### src/rtl/tile_config_writer.sv
// Configuration-bus master: parses TILE/AHI/ALO/LEN frames from a byte
// stream and issues one-cycle write strobes to the per-tile loaders.
module tile_config_writer #(
    parameter int NB_TILES = 4,
    parameter int ADDR_W   = 10,
    parameter int DATA_W   = 8
) (
    input  logic                conf,
    input  logic                reset,
    input  logic [7:0]          s_data,
    input  logic                s_valid,
    output logic                s_ready,
    output logic [NB_TILES-1:0] select_tile,
    output logic [ADDR_W-1:0]   address_tile,
    output logic [DATA_W-1:0]   data_tile,
    output logic                busy,
    output logic                frame_done,
    output logic                cfg_done,
    output logic                err
);

    typedef enum logic [2:0] {
        HDR_TILE,
        HDR_AHI,
        HDR_ALO,
        HDR_LEN,
        DATA,
        DONE
    } state_t;

    localparam logic [8:0] NB_LIM = 9'(NB_TILES);

    state_t                state_q, state_d;
    logic [7:0]            tile_q, tile_d;
    logic [ADDR_W-1:0]     addr_q, addr_d;
    logic [8:0]            cnt_q, cnt_d;
    logic                  s_ready_q, s_ready_d;
    logic [NB_TILES-1:0]   sel_q, sel_d;
    logic [ADDR_W-1:0]     aout_q, aout_d;
    logic [DATA_W-1:0]     dout_q, dout_d;
    logic                  busy_q, busy_d;
    logic                  fd_q, fd_d;
    logic                  cfg_q, cfg_d;
    logic                  err_q, err_d;
    logic                  accept;

    always_comb begin
        state_d = state_q;
        tile_d  = tile_q;
        addr_d  = addr_q;
        cnt_d   = cnt_q;
        sel_d   = '0;
        aout_d  = aout_q;
        dout_d  = dout_q;
        fd_d    = 1'b0;
        err_d   = err_q;
        accept  = s_valid && s_ready_q;

        unique case (state_q)
            HDR_TILE: begin
                if (accept) begin
                    if (s_data == 8'hFF) begin
                        state_d = DONE;
                    end else begin
                        tile_d  = s_data;
                        state_d = HDR_AHI;
                        if ({1'b0, s_data} >= NB_LIM) err_d = 1'b1;
                    end
                end
            end
            HDR_AHI: begin
                if (accept) begin
                    addr_d  = ADDR_W'({s_data[1:0], 8'h00});
                    state_d = HDR_ALO;
                end
            end
            HDR_ALO: begin
                if (accept) begin
                    addr_d  = addr_q | ADDR_W'(s_data);
                    state_d = HDR_LEN;
                end
            end
            HDR_LEN: begin
                if (accept) begin
                    // A zero length byte encodes a full 256-byte burst
                    cnt_d   = (s_data == 8'h00) ? 9'd256 : {1'b0, s_data};
                    state_d = DATA;
                end
            end
            DATA: begin
                if (accept) begin
                    for (int i = 0; i < NB_TILES; i++) begin
                        sel_d[i] = (tile_q == 8'(i));
                    end
                    aout_d = addr_q;
                    dout_d = DATA_W'(s_data);
                    addr_d = addr_q + ADDR_W'(1);
                    cnt_d  = cnt_q - 9'd1;
                    if (cnt_q == 9'd1) begin
                        state_d = HDR_TILE;
                        fd_d    = 1'b1;
                    end
                end
            end
            DONE: begin
                state_d = DONE;
            end
            default: begin
                state_d = HDR_TILE;
            end
        endcase

        s_ready_d = (state_d != DONE);
        busy_d    = (state_d != HDR_TILE && state_d != DONE) || fd_d;
        cfg_d     = cfg_q || (state_q == DONE);
    end

    always_ff @(posedge conf) begin
        if (!reset) begin
            state_q   <= HDR_TILE;
            tile_q    <= '0;
            addr_q    <= '0;
            cnt_q     <= '0;
            s_ready_q <= 1'b0;
            sel_q     <= '0;
            aout_q    <= '0;
            dout_q    <= '0;
            busy_q    <= 1'b0;
            fd_q      <= 1'b0;
            cfg_q     <= 1'b0;
            err_q     <= 1'b0;
        end else begin
            state_q   <= state_d;
            tile_q    <= tile_d;
            addr_q    <= addr_d;
            cnt_q     <= cnt_d;
            s_ready_q <= s_ready_d;
            sel_q     <= sel_d;
            aout_q    <= aout_d;
            dout_q    <= dout_d;
            busy_q    <= busy_d;
            fd_q      <= fd_d;
            cfg_q     <= cfg_d;
            err_q     <= err_d;
        end
    end

    assign s_ready      = s_ready_q;
    assign select_tile  = sel_q;
    assign address_tile = aout_q;
    assign data_tile    = dout_q;
    assign busy         = busy_q;
    assign frame_done   = fd_q;
    assign cfg_done     = cfg_q;
    assign err          = err_q;

endmodule

### config.mk
export PLATFORM = sky130hd
export DESIGN_NAME = tile_config_writer
export DESIGN_NICKNAME = d
export VERILOG_FILES = /design/src/rtl/tile_config_writer.sv
export SDC_FILE = /design/constraint.sdc
export NUM_CORES = 1
export LEC_CHECK = 0
export CAP_MARGIN = 20
export CELL_PAD_IN_SITES_DETAIL_PLACEMENT = 0
export CELL_PAD_IN_SITES_GLOBAL_PLACEMENT = 1
export CORE_UTILIZATION = 44
export DETAILED_ROUTE_END_ITERATION = 8
export PLACE_DENSITY_LB_ADDON = 0.1
export SETUP_SLACK_MARGIN = 0.02
export SLEW_MARGIN = 40
export SYNTH_ARGS = -nofsm -noshare
export SYNTH_HDL_FRONTEND = slang
export SYNTH_SLANG_ARGS = --single-unit
### constraint.sdc
create_clock -name conf -period 4.6 [get_ports conf]
set_input_delay 0.92 -clock conf [delete_from_list [all_inputs] [get_ports conf]]
set_output_delay 0.92 -clock conf [all_outputs]
set_load 0.02 [all_outputs]
Yosys cells after proc, flatten, opt, wreduce, memory -nomap -nowiden
Index checks and enable logic that the tools add are counted.
Widths: inputs -> output; s select.
{"block": "totals", "wordCells": 67, "output_inout_bits": 27, "input_bits": 11, "register_bits": 57}
{"block": "classes", "n_mux": 19, "n_bitwise": 2, "reduce_logical": 16, "add_sub_neg": 2, "n_lt_le_gt_ge": 1, "eq_ne": 15}
{"cell": "$mux 10", "count": 3}
{"cell": "$pmux 10 s3", "count": 1}
{"cell": "$mux 9", "count": 3}
{"cell": "$mux 3", "count": 7}
{"cell": "$pmux 3 s6", "count": 1}
{"cell": "$pmux 9 s2", "count": 1}
{"cell": "$eq 8x2->1 const B", "count": 2}
{"cell": "$logic_not 8->1", "count": 2}
{"cell": "$add 10x1->10 const B", "count": 1}
{"cell": "$or 10x8->10", "count": 1}
{"cell": "$eq 9x1->1 const B", "count": 1}
{"cell": "$reduce_and 3->1", "count": 3}
{"cell": "$sub 9x1->9 const B", "count": 1}
{"cell": "$eq 8x1->1 const B", "count": 1}
{"cell": "$eq 8x8->1 const B", "count": 1}
{"cell": "$ge 8x3->1 const B", "count": 1}
{"cell": "$ne 2x2->1 const B", "count": 4}
{"cell": "$reduce_and 4->1", "count": 2}
{"cell": "$eq 3x2->1 const B", "count": 2}
{"cell": "$eq 3x3->1 const B", "count": 2}
{"cell": "$reduce_bool 3->1", "count": 2}
{"cell": "$eq 3x1->1 const B", "count": 1}
{"cell": "$logic_not 3->1", "count": 1}
{"cell": "$mux 1", "count": 3}
{"cell": "other kinds (6)", "count": 8}

Longest topological paths before layout
Gate-level depths: netlist of run 1.
{"block": "depth", "depth_word": 7, "depth_mapped": 6, "depth_no_buf": 6}

Worst setup path before layout of run 1
No wires, ideal clock.
{"block": "synth_path", "path_kind": "in2reg", "start": "in s_valid", "end": "reg s_ready_q (netlist: s_ready)", "setup_slack_ns": 2.502, "arrival_time_ns": 1.978, "t_required_ns": 4.480, "path_buffers": 1, "path_stages": 5, "cell_sequence": "and3b_1 clkbuf_1 nor4b_1 a21oi_1 o31a_1"}
{"block": "synth_between", "elab_chain_cells": 4, "elab_cells_between_ends": 8}
{"item": "start: declaration", "line": "11", "rtl": "input logic s_valid,"}
{"item": "$logic_and 1x1->1 *", "line": "57", "rtl": "accept = s_valid && s_ready_q;"}
{"item": "$mux 3 (on tied branches)"}
{"item": "$pmux 3 s6 *", "line": "59", "rtl": "unique case (state_q)"}
{"item": "$ne 3x3->1 *", "line": "113", "rtl": "s_ready_d = (state_d != DONE);"}
{"item": "end signal: assignment", "line": "137", "rtl": "s_ready_q <= s_ready_d;"}
{"item": "end: declaration", "line": "37", "rtl": "logic s_ready_q, s_ready_d;"}
Mark *: on every way between the ends. The rest lies on a longest branch, timed or not.
A chain may end at the register's enable or synchronous reset.

Final worst setup path of run 1
{"block": "layout_path", "start": "reg state_q[2]", "end": "reg sel_q[3] (netlist: select_tile[3])"}
{"block": "layout_between", "elab_chain_cells": 2}
{"item": "start: declaration", "line": "33", "rtl": "state_t state_q, state_d;"}
{"item": "start signal: assignment", "line": "133", "rtl": "state_q <= state_d;"}
{"item": "$eq 3x3->1", "line": "59"}
{"item": "$reduce_and 3->1 (no source line)"}
{"item": "end signal: assignment", "line": "138", "rtl": "sel_q <= sel_d;"}
{"item": "end: declaration", "line": "38", "rtl": "logic [NB_TILES-1:0] sel_q, sel_d;"}
Every way passes these cells.

==> results of run 1 <==
-- worst reg2reg max path, stage by stage, from the launching register on --
cell,delay [ps]
dfxtp_1,660
or3b_2,810
nor2_2,550
buf_4,250
nand4_1,180
nor3_1,200
-- state kept, by name (all words and copies together) (netlist names) --
register	flops
addr_q	10
frame_done	1
tile_q	8
address_tile	10
state_q	3
cnt_q	9
cfg_done	1
select_tile	4
data_tile	8
s_ready	1
busy	1
err	1
-- per-layer routing --
layer / share of wire / global-route usage
met4: 0.022 / 0.116
met1: 0.46 / 0.328
met3: 0.054 / 0.0396
met5: 0 / 0
met2: 0.46 / 0.365
-- how the worst min path moves through the flow --
stage	start	endpoint	slack, ps	cells after the start
after detailed placement	address_tile[9]	address_tile[9]	450	2
after global routing	data_tile[3]	data_tile[3]	480	2
after CTS	address_tile[9]	address_tile[9]	460	2
after global placement	address_tile[0]	address_tile[0]	450	2
after floorplan	tile_q[1]	select_tile[1]	440	1
final	address_tile[7]	address_tile[7]	450	2
-- cell families after synthesis --
group / Yosys count
muxes: 7
AOI/OAI and AO/OA: 105
and+or+nand+nor: 136
adders and majority gates: 3
buffers and inverters: 34
xor gates and xnor gates: 4
DFF: 57
-- final cells by class --
cell class,count,area [um2]
timing repair buffer,41,400
tap,75,93.8
inverter,11,41.3
sequential,57,1140
clock inverter,5,55.1
multi-input combinational,255,1530
fill,599,2660
clock buffer,11,141
-- synthesized netlist by cell type, types with 4 or more instances --
cell      number  area, um2
inv_1         10       37.5
nor3b_1        4       30.0
dfxtp_1       57       1140
nor4_1         5       31.3
nand3_1        7       35.0
nand2_1       49        184
a21oi_1       38        190
nor2_1        27        101
and2_1         8       50.1
mux2i_1        7       70.1
clkbuf_1      14       52.6
o21a_1         5       37.5
o21ai_0       21        105
nand4_1        6       37.5
nor3_1        10       50.1
-- stage by stage --
stage	cells	utilization	setup slack, ps
CTS	455	0.561	1840
finish	455	0.561	1860
floorplan	346	-	2500
global placement	439	0.529	1710
detailed placement	439	0.529	1610
global route	455	0.561	1650
-- where the power goes --
group / switching [mW] / total [mW] / internal (mW) / leakage, nW
Combinational: 0.0421 / 0.0719 / 0.0298 / 0.600
Sequential: 0.0110 / 0.512 / 0.501 / 0.461
Clock: 0.207 / 0.470 / 0.263 / 0.0953
==> flow_metrics.env, run 1 <==
export IMPL_status="finished clean"
export IMPL_p_leak_nw=1.16
export IMPL_synth_nets=360
export IMPL_antenna_found_initial=0
export IMPL_cp_max_fo=28
export IMPL_hpwlAfterDp_mm=5.00
export IMPL_maxCapViolations=0
export IMPL_arrival_ps=2990
export IMPL_worstPathCellList="or3b_2, nor2_2, buf_4, nand4_1, nor3_1"
export IMPL_port_buffer_count=37
export IMPL_synthAdderAreaFrac=0.0133
export IMPL_vias=2660
export IMPL_cp_startpoint="state_q[2]"
export IMPL_reg2reg_slack_ps=1860
export IMPL_reg2reg_depth=5
export IMPL_cts_buffer_depth=2
export IMPL_fin_nets=389
export IMPL_gp_congestion=0.829
export IMPL_power_density_nw_per_um2=310
export IMPL_synth_edf_count=0
export IMPL_tightest_slew_ps=782
export IMPL_hold_slack_ps=454
export IMPL_syn_area_per_cell_um2=8.16
export IMPL_ys_ff_latch=57
export IMPL_clock_latency_ps=340
export IMPL_grt_pass1_vias=2379
export IMPL_cts_htree_levels=3
export IMPL_overflow=0
export IMPL_start_util=0.466
export IMPL_cp_data_required_time_ps=4850
export IMPL_track_usage=0.240
export IMPL_drt_wl_total_mm=7.49
export IMPL_cp_buffers_inverters=1
export IMPL_dieWidth_um=82.1
export IMPL_synth_area_um2=2820
export IMPL_drv_slew=0
export IMPL_crit_family="simple AND/OR/NAND/NOR gates"
export IMPL_finalCritPeriodShare=0.595
export IMPL_max_stage_delay_ps=800
export IMPL_p_total_mw=1.05
export IMPL_pin_count=38
export IMPL_skew_ps=10.3
export IMPL_yosysSeqAreaShare=0.404
export IMPL_cp_depth=5
export IMPL_period_needed_ps=2740
export IMPL_r2r_start="state_q[2]"
export IMPL_synth_mux_area_fraction=0.0248
export IMPL_peakVddDrop_mv=0.204
export IMPL_ctsRootBufferMaster="clkbuf_8"
export IMPL_synth_simple_gate_area_frac=0.244
export IMPL_cts_tree="built"
export IMPL_stdcell_area_um2=3400
export IMPL_detail_route_wl_per_cell_um=16.5
export IMPL_endpoint_kind="register"
export IMPL_cts_resized_gates=0
export IMPL_hold_buffers=0
export IMPL_synth_top_family_by_area="compound AO/OA/AOI/OAI gates"
export IMPL_drt_iter0_drc=115
export IMPL_synth_compound_area_frac=0.246
export IMPL_synthCells=346
export IMPL_drc=0
export IMPL_postCtsSetupBuffers=0
export IMPL_final_cell_mix="57 x dfxtp_1, 49 x nand2_1, 38 x a21oi_1"
export IMPL_report_final_setup_viol=0
export IMPL_grt_setup_unrepaired="false"
export IMPL_placed_area_um2=3200
export IMPL_hold_class="reg -> reg"
export IMPL_ant_nets=0
export IMPL_via_per_inst=5.85
export IMPL_dieArea_um2=6740
export IMPL_crit_end="select_tile[3]"
export IMPL_drive_above_1_share=0.0789
export IMPL_rows=28
export IMPL_grt_max_degree=36
export IMPL_synthFlopType="dfxtp_1"
export IMPL_final_hold_viol_count=0
export IMPL_cts_reportedPaths_clkPinSlew_ps=70
export IMPL_dr_pass1_iters=4
export IMPL_fmax_mhz=366
export IMPL_areaGrowthSynthToFinish_pct=20.5
export IMPL_die_height_um=82.1
export IMPL_grt_pass1_wl_mm=12.0
export IMPL_totalNegativeSetupSlack_ps=0
export IMPL_numCtsBuffers=9
export IMPL_synthXorXnorAreaFrac=0.0124
export IMPL_critPathLaunchType="register"
export IMPL_cts_sinks=57
export IMPL_layout_commonest_cell="dfxtp_1"
export IMPL_critPathSlowestCell="or3b_2"
export IMPL_antennaDiodeCount=0
export IMPL_relSlewSlack=0.478
export IMPL_r2r_end="select_tile[3]"
export IMPL_yosysWarnings=0
export IMPL_core_um2=6060
export IMPL_path_class="reg -> reg"
export IMPL_synthArstFlopShare=0
export IMPL_yosys_cell_types_count=63
Power figures use the tool's default switching activity.
==> run 2: changes to the inputs <==
--- a/config.mk
+++ b/config.mk
@@ -8,7 +8,7 @@
 export CAP_MARGIN = 20
 export CELL_PAD_IN_SITES_DETAIL_PLACEMENT = 0
 export CELL_PAD_IN_SITES_GLOBAL_PLACEMENT = 1
-export CORE_UTILIZATION = 44
+export CORE_UTILIZATION = 37
 export DETAILED_ROUTE_END_ITERATION = 8
 export PLACE_DENSITY_LB_ADDON = 0.1
 export SETUP_SLACK_MARGIN = 0.02
==> constraint.sdc (replaced) <==
create_clock -name conf -period 2.3 [get_ports conf]
set_input_delay 0.46 -clock conf [delete_from_list [all_inputs] [get_ports conf]]
set_output_delay 0.46 -clock conf [all_outputs]
set_load 0.02 [all_outputs]
==> run 2 against run 1 <==
  * First-iteration DRC count is 14% higher
  * Combinational power rose to 2.5 times the previous value
  * Sequential share of layout area is 1.7 points lower
  * Core utilization decreased by 7.3 points
  * Global-route usage down 0.94 points
  * Cell count increased by 10%
  * Critical path type unchanged
  * Largest power group unchanged
  * Highest routed layer unchanged
==> flow_metrics.env, run 2 (synthesized netlist as in run 1, its figures left out) <==
export IMPL_status="finished clean"
export IMPL_layout_commonest_cell="dfxtp_1"
export IMPL_hold_buffers=0
export IMPL_cts_sinks=57
export IMPL_arrival_ps=2150
export IMPL_critPathLaunchType="register"
export IMPL_hold_depth=2
export IMPL_dieWidth_um=89.3
export IMPL_hpwlAfterDp_mm=5.89
export IMPL_final_core_util=0.488
export IMPL_areaGrowthSynthToFinish_pct=26.8
export IMPL_cts_tree="built"
export IMPL_final_cell_mix="57 x dfxtp_1, 49 x nand2_1, 38 x a21oi_1"
export IMPL_drt_iter0_drc=131
export IMPL_relSlewSlack=0.574
export IMPL_grt_max_degree=43
export IMPL_skew_ps=6.88
export IMPL_postCtsSetupBuffers=0
export IMPL_cts_htree_levels=3
export IMPL_cts_buffer_depth=2
export IMPL_totalNegativeSetupSlack_ps=0
export IMPL_hold_class="reg -> reg"
export IMPL_rows=31
export IMPL_cp_max_fo=14
export IMPL_path_class="reg -> reg"
export IMPL_clkPwrFrac=0.417
export IMPL_dr_pass1_iters=5
export IMPL_reg2reg_depth=4
export IMPL_drc=0
export IMPL_ctsRootBufferMaster="clkbuf_8"
export IMPL_grt_setup_unrepaired="false"
export IMPL_cts_resized_gates=0
export IMPL_dieArea_um2=7980
export IMPL_ant_nets=0
export IMPL_die_height_um=89.3
export IMPL_vias=2765
export IMPL_report_final_setup_viol=0
export IMPL_track_usage=0.230
export IMPL_period_needed_ps=1880
export IMPL_tightest_slew_ps=639
export IMPL_p_int_mw=1.50
export IMPL_grt_pass1_vias=2516
export IMPL_power_density_nw_per_um2=574
export IMPL_antennaDiodeCount=0
export IMPL_cts_reportedPaths_clkPinSlew_ps=70
export IMPL_finalCritPeriodShare=0.817
export IMPL_numCtsBuffers=9
export IMPL_fmax_mhz=532
export IMPL_worstPathCellList="or3b_1, nor2_2, nand4_1, nor3_1"
export IMPL_start_util=0.385
export IMPL_detail_route_wl_per_cell_um=16.9
export IMPL_overflow=0
export IMPL_core_um2=7330
export IMPL_endpoint_kind="register"
export IMPL_max_stage_delay_ps=640
export IMPL_switching_power_uw=556
export IMPL_final_hold_viol_count=0
export IMPL_power_frac_seq=0.494
export IMPL_critPathSlowestCell="or3b_1"
export IMPL_antenna_found_initial=0
export IMPL_cp_data_required_time_ps=2570
export IMPL_switching_share=0.271
export IMPL_pin_count=38
export IMPL_via_per_inst=5.52
export IMPL_drv_slew=0
export IMPL_port_buffer_count=37
export IMPL_maxCapViolations=0
export IMPL_grt_pass1_wl_mm=13.4
export IMPL_p_leak_nw=1.26
export IMPL_drt_wl_total_mm=8.49
export IMPL_power_frac_comb=0.089
export IMPL_peakVddDrop_mv=0.266
export IMPL_gp_congestion=0.827
export IMPL_clock_latency_ps=340
export IMPL_drive_above_1_share=0.129
export IMPL_fin_nets=411
## run 2: stage by stage
| step | total power [mW] | setup WS, ps | instances | cell area, um2 | hold slack [ps] |
|---|---|---|---|---|---|
| 2_1_floorplan | 1.13 | 603 | 346 | 2820 | 441 |
| 3_3_place_gp | 1.22 | 142 | 485 | 3400 | 446 |
| 3_5_place_dp | 1.22 | 137 | 485 | 3400 | 451 |
| 4_1_cts | 2.08 | 441 | 501 | 3580 | 462 |
| 5_1_grt | 2.14 | 305 | 501 | 3580 | 476 |
| 6_report | 2.06 | 420 | 501 | 3580 | 457 |
## run 2: final timing paths
kind | startpoint | endpoint | slack, ps
worst max-delay path | state_q[2] | select_tile[3] | 420
worst min register to register | address_tile[1] | address_tile[1] | 460
worst max register to register | state_q[2] | select_tile[3] | 420
worst min-delay path | address_tile[1] | address_tile[1] | 460
## run 2: cell type report
cell class,instances,area (um2)
Sequential cell,57,1140
Clock buffer,10,138
Fill cell,700,3750
Multi-Input combinational cell,255,1530
Tap cell,99,124
Inverter,11,41.3
Timing Repair Buffer,63,566
Clock inverter,6,42.5
## run 2: power by group through the flow
stage | clock network [mW] | logic (mW) | registers (mW)
2_1_floorplan | 0 | 0.0891 | 1.04
3_3_place_gp | 0 | 0.179 | 1.04
3_5_place_dp | 0 | 0.180 | 1.04
4_1_cts | 0.883 | 0.180 | 1.01
5_1_grt | 0.923 | 0.196 | 1.02
6_report | 0.858 | 0.182 | 1.02
## run 2: worst max-delay path, delay by kind of cell, from the launching register on
kind,cells,cell delay [ps]
flip-flops,1,330
AND/OR/NAND/NOR,4,1470
## run 2: layer usage
metal	global-route usage	part of all wire
met1	0.326	0.48
met2	0.333	0.44
met3	0.0600	0.069
met4	0.0909	0.014
met5	0	0
